[config.mk]
export PLATFORM = sky130hd
export DESIGN_NAME = c1541_track_ctrl
export DESIGN_NICKNAME = d
export VERILOG_FILES = /design/src/rtl/c1541_track_ctrl.sv
export SDC_FILE = /design/constraint.sdc
export NUM_CORES = 1
export LEC_CHECK = 0
export CORE_MARGIN = 5
export CORE_UTILIZATION = 40
export CTS_CLUSTER_DIAMETER = 50
export DETAILED_ROUTE_END_ITERATION = 6
export PLACE_DENSITY_LB_ADDON = 0.25
export SYNTH_ARGS = -nofsm -noshare
export SYNTH_HDL_FRONTEND = slang
export SYNTH_SLANG_ARGS = --single-unit
[constraint.sdc]
create_clock -name clk32 -period 9.33 [get_ports clk32]
set_clock_uncertainty 0.05 [all_clocks]
set_input_delay 1.866 -clock clk32 [delete_from_list [all_inputs] [get_ports clk32]]
set_output_delay 1.866 -clock clk32 [all_outputs]
set_load 0.1 [all_outputs]
[src/rtl/c1541_track_ctrl.sv]
// Track buffer controller for a 1541 drive model: decodes the head stepper,
// waits for the head to settle, then writes back / reads whole GCR tracks over an SD request port.
module c1541_track_ctrl #(
  parameter logic [15:0] SETTLE = 16'd64000,
  parameter logic [6:0]  HT_MAX = 7'd83
) (
  input  logic       clk32,
  input  logic       reset,
  input  logic [1:0] stp,
  input  logic       mtr,
  input  logic       mode,
  input  logic       wr_byte,
  input  logic       img_mounted,
  input  logic       sd_ack,
  input  logic       sd_done,
  output logic       sd_rd,
  output logic       sd_wr,
  output logic [5:0] sd_track,
  output logic [6:0] half_track,
  output logic       tr00_sense_n,
  output logic       ready,
  output logic       busy
);

  typedef enum logic [2:0] {
    S_IDLE,
    S_SETTLE,
    S_WB_REQ,
    S_WB_WAIT,
    S_RD_REQ,
    S_RD_WAIT,
    S_READY
  } state_e;

  state_e      state_q;
  logic [15:0] cnt_q;
  logic [6:0]  half_track_q, half_track_d;
  logic [1:0]  stp_prev_q;
  logic [1:0]  step_delta;
  logic [5:0]  loaded_track_q;
  logic        valid_q, dirty_q, img_pend_q;
  logic        sd_rd_q, sd_wr_q, ready_q;
  logic [5:0]  sd_track_q;
  logic [5:0]  cur_track_q, cur_track_d;
  logic        track_moved, need_load, img_now;

  // Head position after this cycle's stepper edge; all track decisions look at this value.
  always_comb begin
    half_track_d = half_track_q;
    step_delta   = stp - stp_prev_q;
    if (mtr && (stp != stp_prev_q)) begin
      if ((step_delta == 2'd1) && (half_track_q < HT_MAX)) begin
        half_track_d = half_track_q + 7'd1;
      end else if ((step_delta == 2'd3) && (half_track_q != 7'd0)) begin
        half_track_d = half_track_q - 7'd1;
      end
    end
  end

  assign cur_track_q = half_track_q[6:1];
  assign cur_track_d = half_track_d[6:1];
  assign track_moved = (cur_track_d != cur_track_q);
  assign need_load   = !valid_q || (cur_track_d != loaded_track_q) || img_mounted;
  assign img_now     = img_pend_q || img_mounted;

  // NOTE: all state below uses non-blocking assignments so every branch sees the
  // pre-edge values; a later assignment in the same cycle overrides an earlier one.
  always_ff @(posedge clk32) begin
    // NOTE: reset is synchronous, so the stepper phase is captured from the live input here.
    if (reset) begin
      state_q        <= S_SETTLE;
      cnt_q          <= SETTLE;
      half_track_q   <= 7'd34;
      stp_prev_q     <= stp;
      valid_q        <= 1'b0;
      dirty_q        <= 1'b0;
      loaded_track_q <= 6'd0;
      img_pend_q     <= 1'b0;
      sd_rd_q        <= 1'b0;
      sd_wr_q        <= 1'b0;
      sd_track_q     <= 6'd0;
      ready_q        <= 1'b0;
    end else begin
      half_track_q <= half_track_d;
      stp_prev_q   <= stp;

      // A new image invalidates the buffer; an in-flight transfer is remembered and finished first.
      if (img_mounted) begin
        valid_q <= 1'b0;
        dirty_q <= 1'b0;
        if (state_q inside {S_WB_REQ, S_WB_WAIT, S_RD_REQ, S_RD_WAIT}) begin
          img_pend_q <= 1'b1;
        end
      end

      case (state_q)
        S_IDLE: begin
          if (need_load) begin
            state_q <= S_SETTLE;
            cnt_q   <= SETTLE;
          end else if (mtr) begin
            state_q <= S_READY;
            ready_q <= 1'b1;
          end
        end

        S_READY: begin
          if (need_load) begin
            state_q <= S_SETTLE;
            cnt_q   <= SETTLE;
            ready_q <= 1'b0;
          end else if (!mtr) begin
            state_q <= S_IDLE;
            ready_q <= 1'b0;
          end else if (wr_byte && !mode) begin
            dirty_q <= 1'b1;
          end
        end

        S_SETTLE: begin
          if (track_moved || img_mounted) begin
            cnt_q <= SETTLE;
          end else if (cnt_q != 16'd0) begin
            cnt_q <= cnt_q - 16'd1;
          end else if (dirty_q && valid_q) begin
            state_q    <= S_WB_REQ;
            sd_wr_q    <= 1'b1;
            sd_track_q <= loaded_track_q;
          end else begin
            state_q    <= S_RD_REQ;
            sd_rd_q    <= 1'b1;
            sd_track_q <= cur_track_d;
          end
        end

        S_WB_REQ: begin
          if (sd_ack) begin
            state_q <= S_WB_WAIT;
            sd_wr_q <= 1'b0;
          end
        end

        S_WB_WAIT: begin
          if (sd_done) begin
            dirty_q <= 1'b0;
            if (img_now) begin
              state_q    <= S_SETTLE;
              cnt_q      <= SETTLE;
              img_pend_q <= 1'b0;
            end else begin
              state_q    <= S_RD_REQ;
              sd_rd_q    <= 1'b1;
              sd_track_q <= cur_track_d;
            end
          end
        end

        S_RD_REQ: begin
          if (sd_ack) begin
            state_q <= S_RD_WAIT;
            sd_rd_q <= 1'b0;
          end
        end

        S_RD_WAIT: begin
          if (sd_done) begin
            if (img_now) begin
              // Data came from the old image; leave the buffer invalid and start over.
              state_q    <= S_SETTLE;
              cnt_q      <= SETTLE;
              img_pend_q <= 1'b0;
            end else begin
              loaded_track_q <= sd_track_q;
              valid_q        <= 1'b1;
              if (cur_track_d == sd_track_q) begin
                state_q <= S_READY;
                ready_q <= 1'b1;
              end else begin
                state_q <= S_SETTLE;
                cnt_q   <= SETTLE;
              end
            end
          end
        end

        default: begin
          state_q <= S_SETTLE;
          cnt_q   <= SETTLE;
        end
      endcase
    end
  end

  assign sd_rd        = sd_rd_q;
  assign sd_wr        = sd_wr_q;
  assign sd_track     = sd_track_q;
  assign half_track   = half_track_q;
  assign tr00_sense_n = (half_track_q != 7'd0);
  assign ready        = ready_q;
  assign busy         = !((state_q == S_IDLE) || (state_q == S_READY));

endmodule

Word level (Yosys, flattened, before mapping)
Cells that the tools add are included.
{"block": "classes", "magnitude_cmp": 1, "n_addsub": 4, "reduce_logical": 33, "n_bitwise": 2, "n_eq_ne": 31, "muxes": 67}
{"cell": "$mux W16", "n": 8}
{"cell": "$pmux W16 S5", "n": 1}
{"cell": "$mux W3", "n": 14}
{"cell": "$mux W1", "n": 30}
{"cell": "$mux W6", "n": 5}
{"cell": "$ne A2 B2 Y1 const B", "n": 13}
{"cell": "$mux W7", "n": 3}
{"cell": "$pmux W3 S7", "n": 1}
{"cell": "$reduce_and A7 Y1", "n": 3}
{"cell": "$reduce_bool A16 Y1", "n": 1}
{"cell": "$sub A16 B1 Y16 const B", "n": 1}
{"cell": "$ne A3 B3 Y1 const B", "n": 4}
{"cell": "$ne A6 B6 Y1", "n": 2}
{"cell": "$pmux W6 S2", "n": 1}
{"cell": "$reduce_and A5 Y1", "n": 2}
{"cell": "$eq A3 B3 Y1 const B", "n": 3}
{"cell": "$reduce_and A8 Y1", "n": 1}
{"cell": "$add A7 B1 Y7 const B", "n": 1}
{"cell": "$lt A7 B7 Y1 const B", "n": 1}
{"cell": "$reduce_bool A7 Y1", "n": 1}
{"cell": "$sub A7 B1 Y7 const B", "n": 1}
{"cell": "$eq A3 B2 Y1 const B", "n": 2}
{"cell": "$eq A6 B6 Y1", "n": 1}
{"cell": "$pmux W1 S3", "n": 2}
{"cell": "18 further kinds", "n": 36}
{"block": "totals", "elab_cells": 151, "reg_bits": 46, "inputBits": 10, "output_inout_bits": 18}

Depth between registers and ports, before layout
{"block": "depth", "word_depth": 11, "depth_mapped": 14}

Worst setup path before layout
Ideal clock, no wire load.
{"block": "synth_path", "path_type": "input -> register", "startpoint": "input port stp[0]", "endpoint": "register cnt_q[14]", "t_arrival_ns": 4.676, "slack_ns": 4.482, "required_ns": 9.158, "setup_ns": 0.122, "cell_stages": 12, "path_cell_list": "inv_1 -> ha_1 -> nor4_1 -> o2bb2ai_1 -> nand4_1 -> a211o_1 -> xnor2_1 -> nor4_2 -> and4_2 -> nor2_2 -> buf_6 -> a221o_1"}
{"block": "synth_via", "elab_chain_cells": 11, "elab_cells_between_ends": 22, "cone_classes": "add/sub: 1; eq/ne: 9; mux: 5; reduce/logical: 7"}
{"item": "start, declared", "line": "9", "text": "input logic [1:0] stp,"}
{"item": "$sub A2 B2 Y2", "line": "50", "text": "step_delta = stp - stp_prev_q;"}
{"item": "$eq A2 B2 Y1", "line": "54", "text": "end else if ((step_delta == 2'd3) && (half_track_q != 7'd0)) begin"}
{"item": "$logic_and A1 B1 Y1", "line": "54"}
{"item": "$mux W7", "line": "54"}
{"item": "$mux W7", "line": "52", "text": "if ((step_delta == 2'd1) && (half_track_q < HT_MAX)) begin"}
{"item": "$mux W7 *", "line": "51", "text": "if (mtr && (stp != stp_prev_q)) begin"}
{"item": "$ne A6 B6 Y1", "line": "63", "text": "assign need_load = !valid_q || (cur_track_d != loaded_track_q) || img_mounted;"}
{"item": "$logic_or A1 B1 Y1 (2 in series)", "line": "63"}
{"item": "$ne A2 B1 Y1 (no source line)"}
{"item": "$reduce_and A7 Y1 (no source line)"}
{"item": "end signal, assigned", "line": "124", "text": "cnt_q <= cnt_q - 16'd1;"}
{"item": "end, declared", "line": "36", "text": "logic [15:0] cnt_q;"}
Every way passes the cells marked *; elsewhere a longest branch is shown, timed or not. The select of a mux whose other input is x is not followed.
A chain may end at the register's enable or synchronous reset.

Worst setup path in the final report
Same ends and word-level chain as after synthesis.

==> qor.txt <==
IO Count -> 28
Pins Over Slew Limit -> 0
H-tree depth -> 2
most frequent cells in the layout -> 46 x dfxtp_1, 42 x nor2_1, 40 x nand2_1
Worst Path Buf+Inv -> 2
WL final -> 7650 um
DRC viols -> 0
die area -> 9550 um^2
Core ar. -> 7610 um^2
nets -> 410
# setup viols final -> 0
most common cell after layout, fill and taps aside -> dfxtp_1
Fin Setup TNS -> 0 ns
number of synthesized flops with an enable pin -> 0
Worst-Margin Slew -> 1.02 ns
Pleak -> 1.22 nW
Final ANT Viol Nets -> 0
RSZ-0062 raised after global routing -> false
GPL Wtd Cong -> 0.864
Setup CP Type -> in2reg
Mapped Nets -> 397
dominant synthesized flop cell -> dfxtp_1
Max Clk Rate -> 170 MHz
PortBufs -> 27
CTS buffer count -> 5
Critical Path End Type -> flop
Post-CTS Setup Inserts -> 0
synth warn -> 0
DR iter-0 viols -> 158
CP Data Arrival Time -> 6.04 ns
max_cap viols -> 0
worst vdd ir -> 114 uV
# fillers -> 746
ANT cells -> 0
Hold Path Class -> reg2reg
period utilisation layout -> 63.1%
Post-CTS Hold Buffers -> 0
Slew HR -> 31.4%
Synth Cell Area -> 3080 um^2
ys async rst share -> 0%
Worst path max stage delay -> 0.84 ns
Starting Density -> 40.5%
FF+latch count, synth -> 46
FP Rows -> 32
Detailed Place HPWL -> 5410 um
clock sink total -> 46
DR WL/cell -> 15.4 um
Max FO, Critical Path -> 14
first-pass GRT wire length -> 12700 um
chip width -> 97.7 um
clk slew on worst S/H paths -> 0.10 ns
cell family with most CP delay -> simple AND/OR/NAND/NOR gates
fin crit period -> 5.89 ns
synthesized area per cell -> 8.06 um^2
crit-path cells -> clkdlybuf4s50_1, inv_1, ha_1, nor4_1, o2bb2ai_1, a41oi_1, a31oi_1, or4_1, nor3_1, and2_1, nand2_1, a221o_1
CTS tree -> done
initial antenna violation count -> 0
number of global-route vias before repair -> 2541
die boundary height -> 97.7 um
synth unique cells -> 72
outcome -> complete, no violations
Seq/Total Area, Yosys -> 29.9%
DR pass1 iterations -> 4
Vias/cell -> 5.65
Max Root-Sink Buffers -> 2
final hold viol count -> 0
CP startpoint kind -> input pin
worst skew pair latency -> 0.32 ns
total power -> 0.734 mW
Worst path slowest cell -> nor3_1
total routing usage reported by global routing -> 16.0%
Congestion Overflow GR -> 0
Syn-to-layout area delta -> 13.2%
post-cts resize count -> 0
CTS root buf -> clkbuf_8
cell area power density -> 211 nW/um^2
Synth Instances -> 382
Worst EP required -> 9.48 ns
pin count of the biggest net entering global routing -> 40
ratio of cells with drive above 1 in the final layout -> 8.33%
Via Count -> 2816
-- cell type report --
cell class              instances  area [um^2]  share of cell area [%]
multi-input cells             301         2010                    57.7
flip-flops and latches         46          921                    26.4
repair buffers                 28          278                    7.97
well taps                     102          128                    3.66
clock buffers                   5         68.8                    1.98
inverters                      13         48.8                    1.40
clock inverters                 3         28.8                   0.826
-- path summary, 6_finish.rpt --
kind	startpoint	endpoint	slack [ns]	cells past startpoint
setup / recovery	stp[0]	cnt_q[14]	3.44	12
hold / removal	loaded_track_q[2]	loaded_track_q[2]	0.44	2
setup reg to reg	half_track[1]	cnt_q[14]	5.06	11
hold reg to reg	loaded_track_q[2]	loaded_track_q[2]	0.44	2
-- worst min-delay path: stages (launching register included) --
cell	delay, ns
dfxtp_1	0.34
nand2_1	0.06
a21oi_1	0.05
-- Yosys cell counts (5+ instances only) --
| library cell | number | area share (%) |
|---|---|---|
| a21oi_1 | 33 | 5.4 |
| inv_1 | 13 | 1.6 |
| or3_1 | 7 | 1.4 |
| dfxtp_1 | 46 | 30 |
| mux2i_1 | 6 | 2.0 |
| nor2_1 | 42 | 5.1 |
| ha_1 | 5 | 2.0 |
| a211oi_1 | 5 | 1.2 |
| o21ai_0 | 12 | 2.0 |
| nor3_1 | 8 | 1.3 |
| a31oi_1 | 5 | 1.0 |
| a221o_1 | 6 | 2.0 |
| nand3_1 | 12 | 2.0 |
| nand2_1 | 40 | 4.9 |
| or4_1 | 5 | 1.2 |
| nand2b_1 | 7 | 1.4 |
| xor2_1 | 9 | 2.6 |
| xnor2_1 | 9 | 2.6 |
| clkbuf_1 | 16 | 2.0 |
| a311oi_2 | 6 | 2.9 |
| nand3b_1 | 7 | 1.7 |
-- cell families (layout without fill, tap and decap cells) --
| logic type | after synthesis | count (layout) | share of synthesized area, % |
|---|---|---|---|
| simple gates | 157 | 157 | 26.9 |
| fa+ha+maj | 5 | 5 | 2.03 |
| buf+inv | 35 | 49 | 4.76 |
| compound gates | 111 | 111 | 27.1 |
| mux | 8 | 8 | 2.68 |
| flops | 46 | 46 | 29.9 |
| xor+xnor | 20 | 20 | 6.63 |
-- state kept, by name, indices dropped and copies added (netlist names) --
register and cells:
cnt_q 16, valid_q 1, ready 1, sd_track 6
stp_prev_q 2, sd_rd 1, half_track 7, loaded_track_q 6
dirty_q 1, state_q 3, img_pend_q 1, sd_wr 1
-- metal layers --
metal	vias up	GRT usage, %	share of wire [%]
met3	6	3.23	6.2
met1	1307	23.0	49
met2	70	24.2	44
met5	-	0	0
li1	1433	-	-
met4	0	4.47	1.2
-- metrics by stage --
stage | cell area, um^2 | cells | util, % | hold WS [ns] | setup slack [ns]
CTS | 3480 | 498 | 45.8 | 0.438 | 3.49
finish | 3480 | 498 | 45.8 | 0.442 | 3.44
global route | 3480 | 498 | 45.8 | 0.472 | 3.12
detailed placement | 3390 | 490 | 44.5 | 0.424 | 3.19
floorplan | 3080 | 382 | - | 0.396 | 4.48
global placement | 3390 | 490 | 44.5 | 0.422 | 3.35
-- report_power, final --
group	internal [mW]	switching [mW]	leakage, nW
registers	0.224	0.0396	0.374
logic	0.117	0.215	0.791
clock network	0.0562	0.0827	0.0506
(Power assumes the default switching activity.)
